## config.mk

```make
export PLATFORM = sky130hd
export DESIGN_NAME = seq_mult32
export DESIGN_NICKNAME = d
export VERILOG_FILES = /design/src/rtl/seq_mult32.sv
export SDC_FILE = /design/constraint.sdc
export NUM_CORES = 1
export LEC_CHECK = 0
export ABC_AREA = 1
export CAP_MARGIN = 40
export CELL_PAD_IN_SITES_DETAIL_PLACEMENT = 0
export CELL_PAD_IN_SITES_GLOBAL_PLACEMENT = 2
export CORE_MARGIN = 2
export CORE_UTILIZATION = 29
export CTS_CLUSTER_DIAMETER = 100
export CTS_CLUSTER_SIZE = 10
export DETAILED_ROUTE_END_ITERATION = 16
export HOLD_SLACK_MARGIN = 0.05
export PLACE_DENSITY_LB_ADDON = 0.1
export SETUP_SLACK_MARGIN = 0.4
export SYNTH_ARGS = -nofsm -noshare
export SYNTH_HDL_FRONTEND = slang
export SYNTH_SLANG_ARGS = --single-unit
```

## constraint.sdc

```tcl
create_clock -name clk -period 13.1 [get_ports clk]
set_input_delay 1.965 -clock clk [delete_from_list [all_inputs] [get_ports clk]]
set_output_delay 1.965 -clock clk [all_outputs]
set_load 0.02 [all_outputs]
```

## src/rtl/seq_mult32.sv

```systemverilog
// seq_mult32: sequential shift-and-add multiplier, WIDTH x WIDTH -> 2*WIDTH, one add per cycle
// Ports: clk, rst_n (async, active-low); in_valid/in_ready with a, b (multiplicand, multiplier);
//        out_valid/out_ready with product (2*WIDTH). Optional is_signed input when
//        SEQ_MULT_SIGNED_EN is defined (two's-complement operands, sampled at acceptance).
module bit32adder (
  input  logic [31:0] a,
  input  logic [31:0] b,
  input  logic        cin,
  output logic [31:0] sum,
  output logic        cout
);
  logic [32:0] c;
  assign c[0] = cin;
  for (genvar i = 0; i < 32; i++) begin : g_fa
    assign sum[i]   = a[i] ^ b[i] ^ c[i];
    assign c[i + 1] = (a[i] & b[i]) | (c[i] & (a[i] ^ b[i]));
  end
  assign cout = c[32];
endmodule

module seq_mult32 #(
  parameter int WIDTH = 32,
  parameter int CNT_W = 6
) (
  input  logic                 clk,
  input  logic                 rst_n,
  input  logic                 in_valid,
  output logic                 in_ready,
`ifdef SEQ_MULT_SIGNED_EN
  input  logic                 is_signed,
`endif
  input  logic [WIDTH-1:0]     a,
  input  logic [WIDTH-1:0]     b,
  output logic                 out_valid,
  input  logic                 out_ready,
  output logic [2*WIDTH-1:0]   product
);
  typedef enum logic [1:0] {IDLE, BUSY, DONE} state_t;
  state_t             state_q, state_d;
  logic [WIDTH-1:0]   mcand_q, mcand_d, acc_hi_q, acc_hi_d, acc_lo_q, acc_lo_d;
  logic [CNT_W-1:0]   cnt_q, cnt_d;
  logic [2*WIDTH-1:0] product_q, product_d, res;
  logic [WIDTH-1:0]   add_b, sum;
  logic               co;
`ifdef SEQ_MULT_SIGNED_EN
  logic               neg_q, neg_d;
`endif
  assign add_b = acc_lo_q[0] ? mcand_q : '0;
  if (WIDTH == 32) begin : g_rca
    bit32adder u_add (.a(acc_hi_q), .b(add_b), .cin(1'b0), .sum(sum), .cout(co));
  end else begin : g_beh
    assign {co, sum} = {1'b0, acc_hi_q} + {1'b0, add_b};
  end
  // carry-out becomes the new top bit so the accumulated product never overflows
  assign res = {co, sum, acc_lo_q[WIDTH-1:1]};
  always_comb begin
    state_d   = state_q;
    mcand_d   = mcand_q;
    acc_hi_d  = acc_hi_q;
    acc_lo_d  = acc_lo_q;
    cnt_d     = cnt_q;
    product_d = product_q;
`ifdef SEQ_MULT_SIGNED_EN
    neg_d     = neg_q;
`endif
    case (state_q)
      IDLE: if (in_valid) begin
        state_d  = BUSY;
        acc_hi_d = '0;
        cnt_d    = '0;
`ifdef SEQ_MULT_SIGNED_EN
        mcand_d  = (is_signed && a[WIDTH-1]) ? -a : a;
        acc_lo_d = (is_signed && b[WIDTH-1]) ? -b : b;
        neg_d    = is_signed & (a[WIDTH-1] ^ b[WIDTH-1]);
`else
        mcand_d  = a;
        acc_lo_d = b;
`endif
      end
      BUSY: begin
        {acc_hi_d, acc_lo_d} = res;
        cnt_d = cnt_q + 1'b1;
        if (cnt_q == CNT_W'(WIDTH - 1)) begin
          state_d = DONE;
`ifdef SEQ_MULT_SIGNED_EN
          product_d = neg_q ? -res : res;
`else
          product_d = res;
`endif
        end
      end
      DONE: state_d = out_ready ? IDLE : DONE;
      default: state_d = IDLE;
    endcase
  end
  always_ff @(posedge clk or negedge rst_n) begin
    if (!rst_n) begin
      state_q   <= IDLE;
      mcand_q   <= '0;
      acc_hi_q  <= '0;
      acc_lo_q  <= '0;
      cnt_q     <= '0;
      product_q <= '0;
`ifdef SEQ_MULT_SIGNED_EN
      neg_q     <= 1'b0;
`endif
    end else begin
      state_q   <= state_d;
      mcand_q   <= mcand_d;
      acc_hi_q  <= acc_hi_d;
      acc_lo_q  <= acc_lo_d;
      cnt_q     <= cnt_d;
      product_q <= product_d;
`ifdef SEQ_MULT_SIGNED_EN
      neg_q     <= neg_d;
`endif
    end
  end
  assign in_ready  = state_q == IDLE;
  assign out_valid = state_q == DONE;
  assign product   = product_q;
endmodule

```

Word-level counts from Yosys, hierarchy flattened --
Index checks and enable logic that the tools add are counted.
Cells by class: add/sub/neg operators 1, equal/unequal tests 5, multiplexer cells 11, bitwise logic cells 157, reductions and logical operators 6
Operator list (count):
- $pmux W32 S2 | 2
- $mux W32 | 3
- $and A1 B1 Y1 | 63
- $xor A1 B1 Y1 | 63
- $or A1 B1 Y1 | 31
- $pmux W6 S2 | 1
- $reduce_and A2 Y1 | 4
- $add A6 B1 Y6 const B | 1
- $eq A6 B5 Y1 const B | 1
- $mux W2 | 3
- $mux W6 | 1
- $pmux W2 S3 | 1
- $ne A2 B2 Y1 const B | 2
- $eq A2 B1 Y1 const B | 1
- $eq A2 B2 Y1 const B | 1
- $logic_not A2 Y1 | 1
- $reduce_bool A2 Y1 | 1
Word-level totals: flip-flop bits (word level) 168, input bits 68, output and inout port bits 66, logic and storage cells 186

Logic depth before layout (Yosys ltp) --
depth in word-level cells 65, mapped depth 41, depth with buffers taken out 39

Cells and area by module --
A second synthesis with hierarchy kept.
Unflattened totals: cell total of the unflattened synthesis 938, area total of the unflattened synthesis 7891.3 µm²
By module, submodules not included:
- seq_mult32 | times used 1, cells an instance 896, area an instance 7213.2 µm², sequential area each 4204.0 µm²
- bit32adder | times used 1, cells an instance 42, area an instance 678.2 µm², sequential area each 0.0 µm²

Least setup slack after synthesis --
No wires, ideal clock.
path kind reg-to-reg, start register acc_lo_q[0], end register product_q[62] (netlist: product[62]), setup time 117 ps, arrival time 13355 ps, required time 12983 ps, setup slack -372 ps, cell stages (with the launch flop) 42, buffers on the path 2, clock period less this slack 13472 ps, path through dfrtp_1 clkbuf_1 clkbuf_1 nand2_1 inv_1 ha_1 inv_1 fa_1 fa_1 fa_1 fa_1 fa_1 fa_1 fa_1 fa_1 fa_1 fa_1 fa_1 [6 not listed] fa_1 fa_1 fa_1 fa_1 fa_1 fa_1 fa_1 fa_1 fa_1 fa_1 fa_1 inv_1 fa_1 fa_1 inv_1 fa_1 nand3b_1 nand2_1
Between the ends: word-level cells in the longest chain between the ends 63, elaborated cells between the ends (all ways) 124, those cells by class mux: 1; bitwise: 123
Ends and longest elaborated chain:
- start: declaration | line 40 | logic [WIDTH-1:0] mcand_q, mcand_d, acc_hi_q, acc_hi_d, acc_lo_q, acc_lo_d;
- start signal: assignment | line 111 | acc_lo_q <= acc_lo_d;
- $mux W32 * | line 48 | assign add_b = acc_lo_q[0] ? mcand_q : '0;
- $and A1 B1 Y1 / $xor A1 B1 Y1 (equally long branches) | line 16 | assign c[i + 1] = (a[i] & b[i]) | (c[i] & (a[i] ^ b[i]));
- $and A1 B1 Y1 | line 16
- $or A1 B1 Y1 | line 16
- $and A1 B1 Y1 | line 16
- $or A1 B1 Y1 | line 16
- $and A1 B1 Y1 | line 16
- $or A1 B1 Y1 | line 16
- [47 not listed]
- $or A1 B1 Y1 | line 16
- $and A1 B1 Y1 | line 16
- $or A1 B1 Y1 | line 16
- $and A1 B1 Y1 | line 16
- $or A1 B1 Y1 | line 16
- $and A1 B1 Y1 | line 16
- $or A1 B1 Y1 | line 16
- $xor A1 B1 Y1 * | line 15 | assign sum[i] = a[i] ^ b[i] ^ c[i];
- end signal: assignment | line 113 | product_q <= product_d;
- end: declaration | line 42 | logic [2*WIDTH-1:0] product_q, product_d, res;
Every way passes the cells marked *; elsewhere a longest branch is shown, timed or not. A chain may end at the register's enable or synchronous reset.

Worst setup path in the final report --
Ends and elaborated chain as after synthesis.

==> flow_summary.ini <==
[setup_path]
crit_start_category = flip-flop
crit_family = adder cells
cpPeakStageDelay_ns = 0.44
timing.reg2reg.worst_path_depth = 39
reg2reg_from = acc_lo_q[0]
critical_path_required_ns = 13.46
cpMostUsedCell = sky130_fd_sc_hd__fa_2
cp_num_buf_inv = 4
path_class = reg2reg
regToRegSetupSlack_ns = 0.78
cp-end-kind = flip-flop
crit_path_top_delay_cell = sky130_fd_sc_hd__fa_1
data_arrival_at_the_endpoint_of_the_critical_path_ns = 12.68
r2r-end = product[62]
critPathMaxFanout = 3

[die]
placementRows = 59
dieWidth_um = 168
initial_cell_density_of_the_core_pct = 29.7
floorplan.die.height_um = 168
die_area_um2 = 28100
number_of_placed_i_o_pins = 134
placeableCoreArea_um2 = 26100

[synthesis]
synth_nets = 971
ys_types = 21
ys_warns = 0
synth_area_leader_cell = sky130_fd_sc_hd__dfrtp_1
synth_sequential_area_ratio_pct = 54.2
synth.ff_latch_count = 168
synthesis.area_um2 = 7760
yosys.area.top_type_share_pct = 54.2
post_synth_inst_count = 870
yosys-top-cells-area = sky130_fd_sc_hd__dfrtp_1 54%, sky130_fd_sc_hd__nand2_1 20%, sky130_fd_sc_hd__fa_1 8.0%
syn-mean-instance-area_um2 = 8.92

[clock_tree]
worst_skew_pair.late_latency_ns = 0.42
cts_buffers = 17
tritoncts_num_sinks = 168
cts_tree = built
h_tree_level_count = 4
clk_transition_reported_paths_ns = 0.06
clk_path_buf_depth = 2
clockRootBuffer = sky130_fd_sc_hd__clkbuf_16

[route]
drc_errors = 0
firstDrtPassIters = 4
via_count = 5805
wl_um = 20200
drt-initial-drc-count = 260
ant_nets = 0
via_per_inst = 4.35
post_drt_wl_per_cell_um = 15.2

[sta]
report.final.slew_viol_count = 0
fin_crit_ns = 12.32
clock-skew-final_ns = 0.0108
worstMarginPinSlew_ns = 0.787
slew-limit-headroom_pct = 47.6
timing.fmax_mhz = 81.2
timing.final.hold_violations = 0
final_min_period_over_clock_period_pct = 94.1
tns_ns = 0
rsz0062_at_grt = no
hold_ws_ns = 0.471
setup_viol = 0

[final_layout]
final_core_util_pct = 38.8
finalNetCount = 1086
post_layout_nonfiller_instances = 1333
antennaDiodeCount = 0
drive_gt1_share_pct = 7.82
area_growth_syn_to_layout_pct = 30.5
mostFrequentLayoutCells = 407 x sky130_fd_sc_hd__nand2_1, 168 x sky130_fd_sc_hd__dfrtp_1, 132 x sky130_fd_sc_hd__clkdlybuf4s50_1, 61 x sky130_fd_sc_hd__inv_1, 40 x sky130_fd_sc_hd__nand3_1
final_common_cell = sky130_fd_sc_hd__nand2_1

[global_route]
wire_length_of_the_first_global_routing_pass_um = 33500
grt_start_max_net_pins = 77
via_count_of_the_first_global_routing_pass = 6280
grtUsageTotal_pct = 15.0
gr-total-overflow = 0
antenna_violations_before_repair = 0

[hold_path]
worst_hold_startpoint = product[61]
hold_path_class = reg2reg
number_of_stages_on_the_worst_hold_path = 2
hold_end = product[61]

[pwr]
power_per_cell_area_nw_per_um2 = 239
ir_drop_mv = 0.0793
power.static_leakage_nw = 4.87

[place]
gp_congestion = 0.697
hpwl_um = 12700
portBuffers = 133
numPlacedInstances = 1300

[run_status]
run_status = finished, final reports clean

[run]
maxCapViolCount = 0
==> timing repair <==
item,4_1_cts,5_1_grt
hold buffers,0,0
endpoints found under the setup margin,4,6
buffers inserted,0,1
gates resized for setup,4,7
pin swaps,1,3
==> cell families after synthesis <==
kind of cell	Yosys count	synth area share, %
AOI/OAI and AO/OA	67	4.85
adders and majority gates	33	8.32
buffers and inverters	114	6.82
DFF	168	54.2
and+or+nand+nor	488	25.8
==> worst register-to-register path, delay by kind of cell, from the launching register on <==
family | cells | cell delay [ns]
adder cells (fa/ha/maj) | 32 | 11.37
flip-flops | 1 | 0.36
AND/OR/NAND/NOR | 3 | 0.30
buffers and inverters | 4 | 0.23
==> layout make-up <==
cell class / instances / area [um2]
Inverter: 63 / 236
Clock inverter: 13 / 179
Multi-Input combinational cell: 588 / 3110
Clock buffer: 19 / 453
Timing Repair Buffer: 147 / 1530
Sequential cell: 168 / 4200
Fill cell: 2733 / 16000
Tap cell: 335 / 419
==> power by group <==
part,internal [mW],leakage (nW),switching (mW)
Sequential,0.750,2.17,0.121
Clock,0.317,0.313,0.228
Combinational,0.438,2.39,0.563
==> routing by layer <==
metal / share of wire, % / up-vias / global-route usage [%]
met5: 0 / - / 0
met4: 1.2 / 0 / 4.35
met3: 2.7 / 11 / 2.43
met2: 47 / 102 / 25.5
met1: 49 / 2751 / 19.9
li1: - / 2941 / -
==> sequential cells by signal, summed over array words and instances (netlist names) <==
signal    count
acc_hi_q     32
state_q       2
acc_lo_q     32
cnt_q         6
mcand_q      32
product      64
==> synthesized netlist by cell type <==
cell	count
sky130_fd_sc_hd__o21ai_1	4
sky130_fd_sc_hd__buf_6	5
sky130_fd_sc_hd__nor2_1	5
sky130_fd_sc_hd__dfrtp_1	168
sky130_fd_sc_hd__ha_1	2
sky130_fd_sc_hd__nand4_1	1
sky130_fd_sc_hd__nand3_1	40
sky130_fd_sc_hd__clkbuf_1	15
sky130_fd_sc_hd__inv_2	2
sky130_fd_sc_hd__nand2_1	409
sky130_fd_sc_hd__buf_4	11
sky130_fd_sc_hd__fa_1	31
sky130_fd_sc_hd__nor2_2	1
sky130_fd_sc_hd__nand3b_1	30
sky130_fd_sc_hd__o22ai_1	31
sky130_fd_sc_hd__inv_1	61
sky130_fd_sc_hd__o21ai_0	31
sky130_fd_sc_hd__nand2_2	2
sky130_fd_sc_hd__buf_2	18
sky130_fd_sc_hd__o31ai_1	1
sky130_fd_sc_hd__buf_1	2
==> worst max-delay path by stage <==
stage | from | to | slack (ns) | cells after the start
5_1_grt | acc_lo_q[0] | product[62] | 0.38 | 39
2_1_floorplan | acc_lo_q[0] | product[62] | 0.42 | 41
3_5_place_dp | acc_lo_q[0] | product[62] | 0.19 | 39
3_3_place_gp | acc_lo_q[0] | product[62] | 0.21 | 39
4_1_cts | acc_lo_q[0] | product[62] | 0.42 | 39
6_report | acc_lo_q[0] | product[62] | 0.78 | 39
==> metrics by stage <==
stage | power [mW] | instance area [um2] | setup slack (ns)
floorplan | 1.51 | 7800 | 0.419
global placement | 1.87 | 9340 | 0.207
detailed placement | 1.89 | 9460 | 0.186
CTS | 2.46 | 10100 | 0.423
global route | 2.63 | 10100 | 0.382
finish | 2.42 | 10100 | 0.779
(Power assumes the default switching activity.)
